--- src/rtl/eth_tx_frame_gen_if.sv ---
// eth_tx_frame_gen_if: 32-bit TX word stream toward the MAC direct-access path.
// The master drives words and frame markers; the slave answers with ready.
interface eth_tx_frame_gen_if;
    logic        tx_valid_o;
    logic [31:0] tx_data_o;
    logic        tx_start_o;
    logic        tx_end_o;
    logic [1:0]  tx_bytesel_o;
    logic        tx_ready_i;

    modport master (
        output tx_valid_o, tx_data_o, tx_start_o, tx_end_o, tx_bytesel_o,
        input  tx_ready_i
    );

    modport slave (
        input  tx_valid_o, tx_data_o, tx_start_o, tx_end_o, tx_bytesel_o,
        output tx_ready_i
    );
endinterface

--- src/rtl/eth_tx_frame_gen.sv ---
// eth_tx_frame_gen: builds one Ethernet frame on command, streams it as 32-bit
// words, then waits for the MAC TX status. Option macro: ETH_TX_GEN_LFSR_EN.
module eth_tx_frame_gen #(
    parameter logic [7:0] ERR_MASK     = 8'hFE,
    parameter int         STAT_TIMEOUT = 4095
) (
    input  logic               clk_app_i,
    input  logic               rst_clk_app,
    input  logic               start_i,
    input  logic [47:0]        dst_mac_i,
    input  logic [47:0]        src_mac_i,
    input  logic [15:0]        eth_type_i,
    input  logic [10:0]        pay_len_i,
    input  logic [7:0]         seed_i,
    eth_tx_frame_gen_if.master tx,
    input  logic [7:0]         tx_status_i,
    input  logic               tx_status_valid_i,
    output logic               busy_o,
    output logic               done_o,
    output logic               err_o,
    output logic               timeout_o,
    output logic [7:0]         last_status_o,
    output logic [15:0]        frame_cnt_o,
    output logic [15:0]        err_cnt_o
);

    localparam int TW = (STAT_TIMEOUT < 1) ? 1 : $clog2(STAT_TIMEOUT + 1);
    localparam logic [TW-1:0] TO_LAST = TW'(STAT_TIMEOUT);

    typedef enum logic [1:0] {
        IDLE,
        STREAM,
        WAIT_STAT,
        DONE
    } state_t;

    state_t        state;

    logic [111:0]  hdr_q;
    logic [10:0]   n_q;
    logic [8:0]    w_q;
    logic [8:0]    wlast_q;
    logic [7:0]    pat_q;
    logic [TW-1:0] tcnt_q;

    logic          valid_q;
    logic [31:0]   data_q;
    logic          start_q;
    logic          end_q;
    logic [1:0]    bsel_q;

    logic [10:0]   len_in;
    logic [10:0]   n_in;
    logic [8:0]    wlast_in;
    logic [7:0]    seed_ld;

    logic [8:0]    g_w;
    logic [8:0]    g_wlast;
    logic [10:0]   g_n;
    logic [111:0]  g_hdr;
    logic [7:0]    g_pat;
    logic [7:0]    nxt_pat;
    logic [31:0]   nxt_data;
    logic          nxt_last;
    logic          stat_err;

`ifdef ETH_TX_GEN_LFSR_EN
    function automatic logic [7:0] lfsr_step(input logic [7:0] s);
        return s[0] ? ((s >> 1) ^ 8'hB8) : (s >> 1);
    endfunction

    // State after stepping once per payload byte that lands in word w.
    function automatic logic [7:0] lfsr_adv(
        input logic [8:0]  w,
        input logic [10:0] n,
        input logic [7:0]  s
    );
        logic [7:0]  lf;
        logic [10:0] pos;
        lf = s;
        for (int b = 0; b < 4; b++) begin
            pos = {w, 2'b00} + 11'(b);
            if (pos >= 11'd14 && pos < n) begin
                lf = lfsr_step(lf);
            end
        end
        return lf;
    endfunction
`endif

    // Word w of the frame: header bytes, then pattern bytes, zero past N.
    // pat is the seed (incrementing) or the LFSR state before this word.
    function automatic logic [31:0] gen_word(
        input logic [8:0]   w,
        input logic [10:0]  n,
        input logic [111:0] hdr,
        input logic [7:0]   pat
    );
        logic [31:0] d;
        logic [10:0] pos;
        logic [7:0]  v;
`ifdef ETH_TX_GEN_LFSR_EN
        logic [7:0]  lf;
        lf = pat;
`endif
        d = '0;
        for (int b = 0; b < 4; b++) begin
            pos = {w, 2'b00} + 11'(b);
            v   = 8'h00;
            if (pos >= n) begin
                v = 8'h00;
            end else if (pos < 11'd14) begin
                v = 8'(hdr >> (104 - 8 * int'(pos)));
            end else begin
`ifdef ETH_TX_GEN_LFSR_EN
                lf = lfsr_step(lf);
                v  = lf;
`else
                v  = pat + pos[7:0] - 8'd14;
`endif
            end
            d[8*b +: 8] = v;
        end
        return d;
    endfunction

    // Clamp the payload length and size the frame from the live inputs.
    always_comb begin
        len_in = pay_len_i;
        if (pay_len_i < 11'd46) begin
            len_in = 11'd46;
        end else if (pay_len_i > 11'd1500) begin
            len_in = 11'd1500;
        end
        n_in     = len_in + 11'd14;
        wlast_in = 9'(((n_in + 11'd3) >> 2) - 11'd1);
`ifdef ETH_TX_GEN_LFSR_EN
        seed_ld  = (seed_i == 8'h00) ? 8'h01 : seed_i;
`else
        seed_ld  = seed_i;
`endif
    end

    // Next word to register: word 0 from live inputs in IDLE, else w+1.
    always_comb begin
        g_w     = w_q + 9'd1;
        g_wlast = wlast_q;
        g_n     = n_q;
        g_hdr   = hdr_q;
        g_pat   = pat_q;
        if (state == IDLE) begin
            g_w     = '0;
            g_wlast = wlast_in;
            g_n     = n_in;
            g_hdr   = {dst_mac_i, src_mac_i, eth_type_i};
            g_pat   = seed_ld;
        end
        nxt_data = gen_word(g_w, g_n, g_hdr, g_pat);
        nxt_last = (g_w == g_wlast);
`ifdef ETH_TX_GEN_LFSR_EN
        nxt_pat  = lfsr_adv(g_w, g_n, g_pat);
`else
        nxt_pat  = g_pat;
`endif
    end

    assign stat_err = |(tx_status_i & ERR_MASK);

    // Frame FSM with all outputs registered.
    always_ff @(posedge clk_app_i or posedge rst_clk_app) begin
        if (rst_clk_app) begin
            state         <= IDLE;
            hdr_q         <= '0;
            n_q           <= '0;
            w_q           <= '0;
            wlast_q       <= '0;
            pat_q         <= '0;
            tcnt_q        <= '0;
            valid_q       <= 1'b0;
            data_q        <= '0;
            start_q       <= 1'b0;
            end_q         <= 1'b0;
            bsel_q        <= '0;
            busy_o        <= 1'b0;
            done_o        <= 1'b0;
            err_o         <= 1'b0;
            timeout_o     <= 1'b0;
            last_status_o <= '0;
            frame_cnt_o   <= '0;
            err_cnt_o     <= '0;
        end else begin
            unique case (state)
                IDLE: begin
                    if (start_i) begin
                        hdr_q   <= g_hdr;
                        n_q     <= n_in;
                        wlast_q <= wlast_in;
                        w_q     <= '0;
                        pat_q   <= nxt_pat;
                        valid_q <= 1'b1;
                        data_q  <= nxt_data;
                        start_q <= 1'b1;
                        end_q   <= nxt_last;
                        bsel_q  <= nxt_last ? n_in[1:0] : 2'b00;
                        busy_o  <= 1'b1;
                        state   <= STREAM;
                    end
                end
                STREAM: begin
                    if (tx.tx_ready_i) begin
                        if (w_q == wlast_q) begin
                            valid_q <= 1'b0;
                            data_q  <= '0;
                            start_q <= 1'b0;
                            end_q   <= 1'b0;
                            bsel_q  <= '0;
                            tcnt_q  <= '0;
                            state   <= WAIT_STAT;
                        end else begin
                            w_q     <= g_w;
                            pat_q   <= nxt_pat;
                            data_q  <= nxt_data;
                            start_q <= 1'b0;
                            end_q   <= nxt_last;
                            bsel_q  <= nxt_last ? n_q[1:0] : 2'b00;
                        end
                    end
                end
                WAIT_STAT: begin
                    if (tx_status_valid_i) begin
                        last_status_o <= tx_status_i;
                        err_o         <= stat_err;
                        timeout_o     <= 1'b0;
                        done_o        <= 1'b1;
                        busy_o        <= 1'b0;
                        frame_cnt_o   <= frame_cnt_o + 16'd1;
                        if (stat_err) begin
                            err_cnt_o <= err_cnt_o + 16'd1;
                        end
                        state         <= DONE;
                    end else if (tcnt_q == TO_LAST) begin
                        last_status_o <= '0;
                        err_o         <= 1'b1;
                        timeout_o     <= 1'b1;
                        done_o        <= 1'b1;
                        busy_o        <= 1'b0;
                        frame_cnt_o   <= frame_cnt_o + 16'd1;
                        err_cnt_o     <= err_cnt_o + 16'd1;
                        state         <= DONE;
                    end else begin
                        tcnt_q <= tcnt_q + TW'(1);
                    end
                end
                DONE: begin
                    done_o    <= 1'b0;
                    err_o     <= 1'b0;
                    timeout_o <= 1'b0;
                    state     <= IDLE;
                end
                default: begin
                    state <= IDLE;
                end
            endcase
        end
    end

    assign tx.tx_valid_o   = valid_q;
    assign tx.tx_data_o    = data_q;
    assign tx.tx_start_o   = start_q;
    assign tx.tx_end_o     = end_q;
    assign tx.tx_bytesel_o = bsel_q;

endmodule
--- src/flat_wrapper.sv ---
// flat-port wrapper written by rule: the top's interface ports become plain ports
module eth_tx_frame_gen_flat 
#(
    parameter logic [7:0] ERR_MASK     = 8'hFE,
    parameter int         STAT_TIMEOUT = 4095
)
  (clk_app_i, rst_clk_app, start_i, dst_mac_i, src_mac_i, eth_type_i, pay_len_i, seed_i, tx_status_i, tx_status_valid_i, busy_o, done_o, err_o, timeout_o, last_status_o, frame_cnt_o, err_cnt_o, tx_tx_valid_o, tx_tx_data_o, tx_tx_start_o, tx_tx_end_o, tx_tx_bytesel_o, tx_tx_ready_i);
  eth_tx_frame_gen_if tx_i ();
  input  logic clk_app_i;
  input  logic rst_clk_app;
  input  logic start_i;
  input  logic [47:0] dst_mac_i;
  input  logic [47:0] src_mac_i;
  input  logic [15:0] eth_type_i;
  input  logic [10:0] pay_len_i;
  input  logic [7:0] seed_i;
  input  logic [7:0] tx_status_i;
  input  logic tx_status_valid_i;
  output logic busy_o;
  output logic done_o;
  output logic err_o;
  output logic timeout_o;
  output logic [7:0] last_status_o;
  output logic [15:0] frame_cnt_o;
  output logic [15:0] err_cnt_o;
  output wire logic [$bits(tx_i.tx_valid_o)-1:0] tx_tx_valid_o;
  output wire logic [$bits(tx_i.tx_data_o)-1:0] tx_tx_data_o;
  output wire logic [$bits(tx_i.tx_start_o)-1:0] tx_tx_start_o;
  output wire logic [$bits(tx_i.tx_end_o)-1:0] tx_tx_end_o;
  output wire logic [$bits(tx_i.tx_bytesel_o)-1:0] tx_tx_bytesel_o;
  input wire logic [$bits(tx_i.tx_ready_i)-1:0] tx_tx_ready_i;
  assign tx_tx_valid_o = tx_i.tx_valid_o;
  assign tx_tx_data_o = tx_i.tx_data_o;
  assign tx_tx_start_o = tx_i.tx_start_o;
  assign tx_tx_end_o = tx_i.tx_end_o;
  assign tx_tx_bytesel_o = tx_i.tx_bytesel_o;
  assign tx_i.tx_ready_i = tx_tx_ready_i;
  eth_tx_frame_gen #(.ERR_MASK(ERR_MASK), .STAT_TIMEOUT(STAT_TIMEOUT)) u_core (.clk_app_i(clk_app_i), .rst_clk_app(rst_clk_app), .start_i(start_i), .dst_mac_i(dst_mac_i), .src_mac_i(src_mac_i), .eth_type_i(eth_type_i), .pay_len_i(pay_len_i), .seed_i(seed_i), .tx(tx_i), .tx_status_i(tx_status_i), .tx_status_valid_i(tx_status_valid_i), .busy_o(busy_o), .done_o(done_o), .err_o(err_o), .timeout_o(timeout_o), .last_status_o(last_status_o), .frame_cnt_o(frame_cnt_o), .err_cnt_o(err_cnt_o));
endmodule
--- config.mk ---
export PLATFORM = sky130hd
export DESIGN_NAME = eth_tx_frame_gen_flat
export DESIGN_NICKNAME = d
export VERILOG_FILES = /design/src/rtl/eth_tx_frame_gen_if.sv /design/src/rtl/eth_tx_frame_gen.sv /design/src/flat_wrapper.sv
export SDC_FILE = /design/constraint.sdc
export NUM_CORES = 1
export LEC_CHECK = 0
export CORE_MARGIN = 3
export CORE_UTILIZATION = 45
export DETAILED_ROUTE_END_ITERATION = 8
export PLACE_DENSITY = 0.67
export SLEW_MARGIN = 20
export SYNTH_ARGS = -nofsm -noshare
export SYNTH_HDL_FRONTEND = slang
export SYNTH_SLANG_ARGS = --single-unit
--- constraint.sdc ---
create_clock -name clk_app_i -period 26.7 [get_ports clk_app_i]
set_clock_uncertainty 0.2 [all_clocks]
set_input_delay 5.34 -clock clk_app_i [delete_from_list [all_inputs] [get_ports clk_app_i]]
set_output_delay 5.34 -clock clk_app_i [all_outputs]
set_load 0.005 [all_outputs]
==> impl_results.md, run 1 <==
* Status: complete, no violations
* Post-synthesis cell type count at 78
* Clock share of power at 0.180
* Commonest non-fill, non-tap cell in the layout: dfrtp_1
* R2R cell count at 14
* Number of CTS-inserted buffers at 29
* Predominant post-synthesis flop cell: dfrtp_1
* Fmax at 92.7 MHz
* Post-CTS Hold Fix Bufs at 0
* Syn nets at 1,459
* Top-area cell type share of the netlist area at 0.451
* # DRC at 0
* Row Count at 62
* Share of cells above drive strength 1 at 0.147
* P&R area growth vs syn at 25.3%
* Post-route cell area at 0.0170 mm^2
* CP top delay family: compound AO/OA/AOI/OAI gates
* Power Density at 127 mW/mm^2
* Core area at 0.0292 mm^2
* Slew @ Worst Pin at 1.16 ns
* CP arrival at 11.03 ns
* Total Wirelength at 34.2 mm
* FILL cells at 2,501
* Setup violators final at 0
* Worst path bufs/invs at 2
* Io pins at 225
* Flop pwr share at 0.284
* Die height at 180 um
* Ys async rst share at 1.00
* Gr ovfl total at 0
* First-pass GRT wire length at 55.5 mm
* Flop2flop setup slack at 21.34 ns
* Reg-to-Reg End: u_core.tx.tx_data_o[22]
* Hold Path Depth at 1
* LEAKAGE at 7.16 nW
* Most frequent cells in the layout: dfrtp_1, clkdlybuf4s50_1, nand2_1
* Fin nets at 1,644
* Crit path largest cell delay at 0.90 ns
* Fin. Hold Viols at 0
* Rel. slew slack at 0.224
* Remaining antenna violation count at 0
* Seq cells post-synth at 244
* Hold_sp: u_core.err_cnt_o[15]
* Int Power at 1.31 mW
* Yosys warning count at 0
* Logic pwr share at 0.536
* Gr usage total at 0.206
* Peak VDD IR at 0.0000849 V
* Max-slew violation count at 0
* Detailed Routing Iterations Pass 1 at 7
* Critical Path End Type: flop
* CP Class: input port to flop
* Sequential share of the synthesized area at 0.451
* Cell at the root of the clock tree: clkbuf_16
* Total die area at 0.0322 mm^2
* Placed cell areas at 0.0160 mm^2
* CTS tree: done
* Critical path, cell by cell: clkdlybuf4s50_1 -> nor3_1 -> nand3_1 -> nand2_1 -> inv_1 -> ha_1 -> nor2b_1 -> o21a_1 -> nor4_2 -> nand2_1 -> o21ai_0 -> ha_1 -> a21o_1 -> a21o_1 -> a21o_1 -> a21o_1 -> a21o_1 -> a2111oi_4 -> nand2_1 -> o21ai_0
* # diodes at 0
* GP Congestion at 0.878
* Hold endpoint: u_core.err_cnt_o[15]
* Sw Share at 0.394
* WL/cell at 18.4 um
* Gate Count Post-Synth at 1,273
* Reg clk slew, reported paths at 0.06 ns
* Min Tclk post-route at 10.78 ns
* Synth Area per Inst at 10.6 um^2
* Die width at 180 um
* Period Utilization, post-route at 0.404
* Setup Buffers After CTS at 0
* Clock latency on the worst-skew pair at 0.54 ns
* Psw at 850 uW
* Max-cap check violation count at 0
* Port buffer count at 224
* Critical path launch point type: input port
* RSZ-0062 raised after global routing: no
* R2r startpoint: u_core.state[0]
* Hpwl dp at 24.2 mm
* Pin count of the biggest net entering global routing at 107
* Vias at 10,300
* Initial Utilization at 0.465
* Cell accounting for the most synthesized area: dfrtp_1
* Initial antenna violation count at 1
* Mapped Area at 0.0136 mm^2
* Hold_ws at 0.265 ns
* Initial drt markers at 615
* Non-filler instance count after layout at 1,862
* Worst EP required at 26.94 ns
* Placed cells at 1,811
* Post-cts resize count at 0
* Vias in the first global route at 10,300
* Longest Clk Path Bufs at 3
* DR vias/cell at 5.55
* Setup tns final at 0 ns
* Synth top area cells: dfrtp_1, mux2_2, xnor2_1
* CP max stage cell: a2111oi_4
* Top cell by count, worst path: a21o_1
* Final Total Pwr at 2.16 mW
* EDFF count, synth at 0
* Crit path max fanout at 14
* H-tree depth at 1
* Clock Sinks at 244
* Hold Path Class: flop to flop
area by class of cell:
| cell class | instances | area (um^2) | area share |
|---|---|---|---|
| inverter | 43 | 169 | 0.00994 |
| clock buffer | 45 | 856 | 0.0504 |
| timing repair buffer | 231 | 2290 | 0.135 |
| multi-input combinational | 909 | 6990 | 0.412 |
| clock inverter | 6 | 86.3 | 0.00508 |
| tap | 384 | 480 | 0.0283 |
| sequential | 244 | 6110 | 0.360 |
worst max-delay path by stage:
stage | startpoint | to | slack, ns | depth (start not counted)
floorplan | rst_clk_app | u_core.busy_o | 14.46 | 1
global placement | pay_len_i[5] | u_core.tx.tx_data_o[17] | 15.64 | 20
detailed placement | pay_len_i[9] | u_core.tx.tx_data_o[17] | 15.47 | 20
CTS | pay_len_i[9] | u_core.tx.tx_data_o[17] | 16.01 | 20
global route | pay_len_i[9] | u_core.tx.tx_data_o[17] | 15.46 | 20
finish | pay_len_i[9] | u_core.tx.tx_data_o[22] | 15.92 | 20
routing by layer:
| layer | global-route usage | vias up | part of all wire |
|---|---|---|---|
| met5 | 0 | - | 0.00038 |
| met4 | 0.0421 | 2 | 0.017 |
| met3 | 0.0364 | 44 | 0.049 |
| met2 | 0.322 | 251 | 0.46 |
| met1 | 0.304 | 5077 | 0.48 |
| li1 | - | 4959 | - |
Yosys cell counts, types with 3 or more instances:
master	instances
dfrtp_1	244
nand2_1	143
mux2_2	119
o21ai_0	79
xnor2_1	67
nor2_1	51
clkbuf_1	47
a22o_1	46
inv_1	42
mux2i_1	42
ha_1	39
a21oi_1	37
o22ai_1	30
nand3_1	27
xor2_1	25
nand4_1	18
mux4_2	16
o211ai_1	16
nor3_1	15
a21o_1	14
buf_1	13
and3_1	11
buf_2	11
a211oi_1	6
a31oi_1	6
a32o_1	5
and2_1	5
nand2b_1	5
nor2b_1	5
nor4_1	5
o21ai_1	5
o21bai_1	5
a22oi_1	4
nand3b_1	4
or2_2	4
and4_1	3
buf_4	3
buf_6	3
fa_1	3
or3_1	3
through the flow:
step | setup WS (ns) | utilization
global placement | 15.64 | 0.550
floorplan | 14.46 | -
CTS | 16.01 | 0.582
finish | 15.92 | 0.582
global route | 15.46 | 0.582
detailed placement | 15.47 | 0.550
sequential cells by signal, summed over array words and instances (netlist names):
signal                  count
u_core.err_o                1
u_core.tx.tx_start_o        1
u_core.state                2
u_core.pat_q                8
u_core.tx.tx_valid_o        1
u_core.wlast_q              9
u_core.tcnt_q              12
u_core.hdr_q              112
u_core.tx.tx_end_o          1
u_core.done_o               1
u_core.w_q                  9
u_core.last_status_o        8
u_core.n_q                 11
u_core.tx.tx_bytesel_o      2
u_core.timeout_o            1
u_core.tx.tx_data_o        32
u_core.busy_o               1
u_core.frame_cnt_o         16
u_core.err_cnt_o           16
power groups by stage:
stage	logic, mW	clock network [mW]	registers [mW]
finish	1.16	0.388	0.612
global route	1.27	0.414	0.631
CTS	1.16	0.397	0.611
detailed placement	1.15	0	0.616
global placement	1.14	0	0.611
floorplan	0.830	0	0.597
cells by family (layout without fill, tap and decap cells):
kind of cell / Yosys count / after routing / synth area share
DFF: 244 / 244 / 0.451
muxes: 177 / 177 / 0.156
AOI/OAI and AO/OA: 283 / 283 / 0.144
xor gates and xnor gates: 92 / 92 / 0.0595
and+or+nand+nor: 315 / 315 / 0.112
adders and majority gates: 42 / 42 / 0.0404
buffers and inverters: 120 / 325 / 0.0367
No activity file was read; power rests on OpenSTA's default activity.
==> run 2, diff against run 1 <==
==> constraint.sdc (replaced) <==
create_clock -name clk_app_i -period 9.95 [get_ports clk_app_i]
set_clock_uncertainty 0.2 [all_clocks]
set_input_delay 1.99 -clock clk_app_i [delete_from_list [all_inputs] [get_ports clk_app_i]]
set_output_delay 1.99 -clock clk_app_i [all_outputs]
set_load 0.005 [all_outputs]
==> impl_results.md, run 2 (synthesized netlist as in run 1, its figures left out) <==
* Clock Sinks at 244 (unchanged)
* Max reg flops at 112 (unchanged)
* Die width at 180 um (unchanged)
* Power Density at 345 mW/mm^2 (was 127 mW/mm^2)
* Setup Buffers After CTS at 0 (unchanged)
* Period Utilization, post-route at 0.743
* H-tree depth at 1 (unchanged)
* CP top delay family: compound AO/OA/AOI/OAI gates (unchanged)
* # diodes at 0 (unchanged)
* Fin nets at 1,644 (unchanged)
* Hpwl dp at 24.2 mm (about the same)
* Non-filler instance count after layout at 1,864 (was 1,862)
* Critical path, cell by cell: clkdlybuf4s50_1 -> nor3_1 -> nand3_1 -> nand2_1 -> inv_1 -> ha_1 -> nor2b_1 -> o21a_1 -> nor4_2 -> nand2_1 -> o21ai_0 -> ha_1 -> a21o_1 -> a21o_1 -> a21o_1 -> a21o_1 -> a21o_1 -> a2111oi_4 -> nand2_1 -> o21ai_0 (unchanged)
* Clock latency on the worst-skew pair at 0.55 ns (was 0.54 ns)
* Detailed Routing Iterations Pass 1 at 5 (was 7)
* Critical path launch point type: input port (unchanged)
* Total Wirelength at 34.2 mm (about the same)
* Uppermost routed layer: met4 (was met5)
* Initial Utilization at 0.465 (unchanged)
* First-pass GRT wire length at 55.7 mm (was 55.5 mm)
* Vias in the first global route at 10,300 (about the same)
* WL/cell at 18.3 um (was 18.4 um)
* Gr usage total at 0.207 (was 0.206)
* Top cell by count, worst path: a21o_1 (unchanged)
* Core area at 0.0292 mm^2 (unchanged)
* Top reg by flops: u_core.hdr_q (unchanged)
* Post-cts resize count at 0 (unchanged)
* Clock share of power at 0.191 (was 0.180)
* Post-route cell area at 0.0171 mm^2 (was 0.0170 mm^2)
* Io pins at 225 (unchanged)
* Setup tns final at 0 ns (unchanged)
* Psw at 2.31 mW (was 850 uW)
* Total die area at 0.0322 mm^2 (unchanged)
* DR vias/cell at 5.55 (about the same)
* Logic pwr share at 0.531 (was 0.536)
* Setup violators final at 0 (unchanged)
* Max-slew violation count at 0 (unchanged)
* Port buffer count at 224 (unchanged)
* Final Total Pwr at 5.89 mW (was 2.16 mW)
* R2r startpoint: u_core.state[0] (unchanged)
* LEAKAGE at 7.20 nW (was 7.16 nW)
* Pin count of the biggest net entering global routing at 107 (unchanged)
* Min Tclk post-route at 7.40 ns
* Most frequent cells in the layout: dfrtp_1, clkdlybuf4s50_1, nand2_1 (unchanged)
* Multi-input logic area at 0.00699 mm^2 (unchanged)
* FILL cells at 2,556 (was 2,501)
* P&R area growth vs syn at 26.1% (was 25.3%)
* Longest Clk Path Bufs at 3 (unchanged)
* Die height at 180 um (unchanged)
* CP Class: input port to flop (unchanged)
* Row Count at 62 (unchanged)
* Placed cells at 1,811 (unchanged)
* Sw Share at 0.392 (was 0.394)
* Worst setup path start: pay_len_i[9] (unchanged)
* Worst path bufs/invs at 2 (unchanged)
* Fmax at 135 MHz
* Met2 wire length at 15.5 mm (was 15.6 mm)
* Gr ovfl total at 0 (unchanged)
* Metal-1 WL at 16.1 mm (was 16.3 mm)
* Hold Path Class: flop to flop (unchanged)
* Peak VDD IR at 0.000223 V (was 0.0000849 V)
* Int Power at 3.58 mW (was 1.31 mW)
* RSZ-0062 raised after global routing: no (unchanged)
* Flop pwr share at 0.278 (was 0.284)
* Hold_sp: u_core.err_cnt_o[15] (unchanged)
* Share of cells above drive strength 1 at 0.153 (was 0.147)
* Pre-CTS WS at 2.07 ns (was 15.47 ns)
* Initial antenna violation count at 0 (was 1)
* Slew @ Worst Pin at 1.14 ns (was 1.16 ns)
* Rel. slew slack at 0.238 (was 0.224)
* Commonest non-fill, non-tap cell in the layout: dfrtp_1 (unchanged)
* Fin. Hold Viols at 0 (unchanged)
* Final setup slack of the worst path at 2.55 ns (was 15.92 ns)
* Status: complete, no violations (unchanged)
* Hold_ws at 0.264 ns (was 0.265 ns)
* Vias at 10,300 (about the same)
* Max-cap check violation count at 0 (unchanged)
* Post-CTS Hold Fix Bufs at 0 (unchanged)
* Placed cell areas at 0.0160 mm^2 (unchanged)
* CP max stage cell: a2111oi_4 (unchanged)
* Crit path largest cell delay at 0.90 ns (about the same)
* CP arrival at 7.66 ns (was 11.03 ns)
* Critical Path End Type: flop (unchanged)
* GP Congestion at 0.881 (was 0.878)
* # DRC at 0 (unchanged)
* Initial drt markers at 684 (was 615)
* Crit path max fanout at 14 (unchanged)
* Remaining antenna violation count at 0 (unchanged)
* Cell at the root of the clock tree: clkbuf_16 (unchanged)
* CTS tree: done (unchanged)
* Metal3 WL at 2.01 mm (was 1.68 mm)
* Sequential cell area at 0.00611 mm^2 (unchanged)
* Reg clk slew, reported paths at 0.06 ns (about the same)
* Final Core Density at 0.586 (was 0.582)
* Worst EP required at 10.22 ns (was 26.94 ns)
* Number of CTS-inserted buffers at 28 (was 29)
[run 2: cell types whose count changed in the layout (fill, tap and decap cells not counted), sizes merged]
| cell | delta |
|---|---|
| buf | +1 |
| clkinv | +7 |
| bufinv | +4 |
| clkinvlp | +2 |
| clkbuf | -12 |
[run 2: worst paths after layout]
kind,endpoint,slack (ns),cells past startpoint
worst max-delay path,u_core.tx.tx_data_o[22],2.55,20
worst min-delay path,u_core.err_cnt_o[15],0.26,1
worst max register to register,u_core.tx.tx_data_o[22],4.65,14
worst min register to register,u_core.err_cnt_o[15],0.26,1
max in group asynchronous,u_core.hdr_q[68],6.26,3
min in group asynchronous,u_core.hdr_q[106],1.81,2
[run 2: final cells by class]
| type | instances | share of cell area |
|---|---|---|
| multi-input cells | 909 | 0.409 |
| flip-flops and latches | 244 | 0.358 |
| inverters | 43 | 0.00989 |
| clock buffers | 33 | 0.0439 |
| repair buffers | 232 | 0.136 |
| well taps | 384 | 0.0281 |
| clock inverters | 19 | 0.0158 |
[run 2: worst reg2reg max path, cell delays in order (launching register included)]
cell and delay [ns]:
dfrtp_1 0.42, inv_1 0.14, ha_4 0.57, buf_4 0.84
nor2_1 0.31, ha_1 0.39, a21o_1 0.18, a21o_1 0.18
a21o_1 0.18, a21o_1 0.18, a21o_1 0.17, a21o_1 0.22
a2111oi_4 0.90, nand2_1 0.17, o21ai_0 0.20
[run 2: routing by layer]
layer / global-route usage / up-vias
met4: 0.0412 / 0
li1: - / 4962
met3: 0.0352 / 32
met2: 0.326 / 286
met1: 0.306 / 5069
met5: 0 / -
[run 2: power groups by stage]
stage / sequential [mW] / combinational [mW] / clock [mW]
global placement: 1.64 / 3.06 / 0
finish: 1.64 / 3.13 / 1.13
CTS: 1.64 / 3.13 / 1.15
global route: 1.69 / 3.47 / 1.20
floorplan: 1.60 / 2.23 / 0
detailed placement: 1.65 / 3.11 / 0
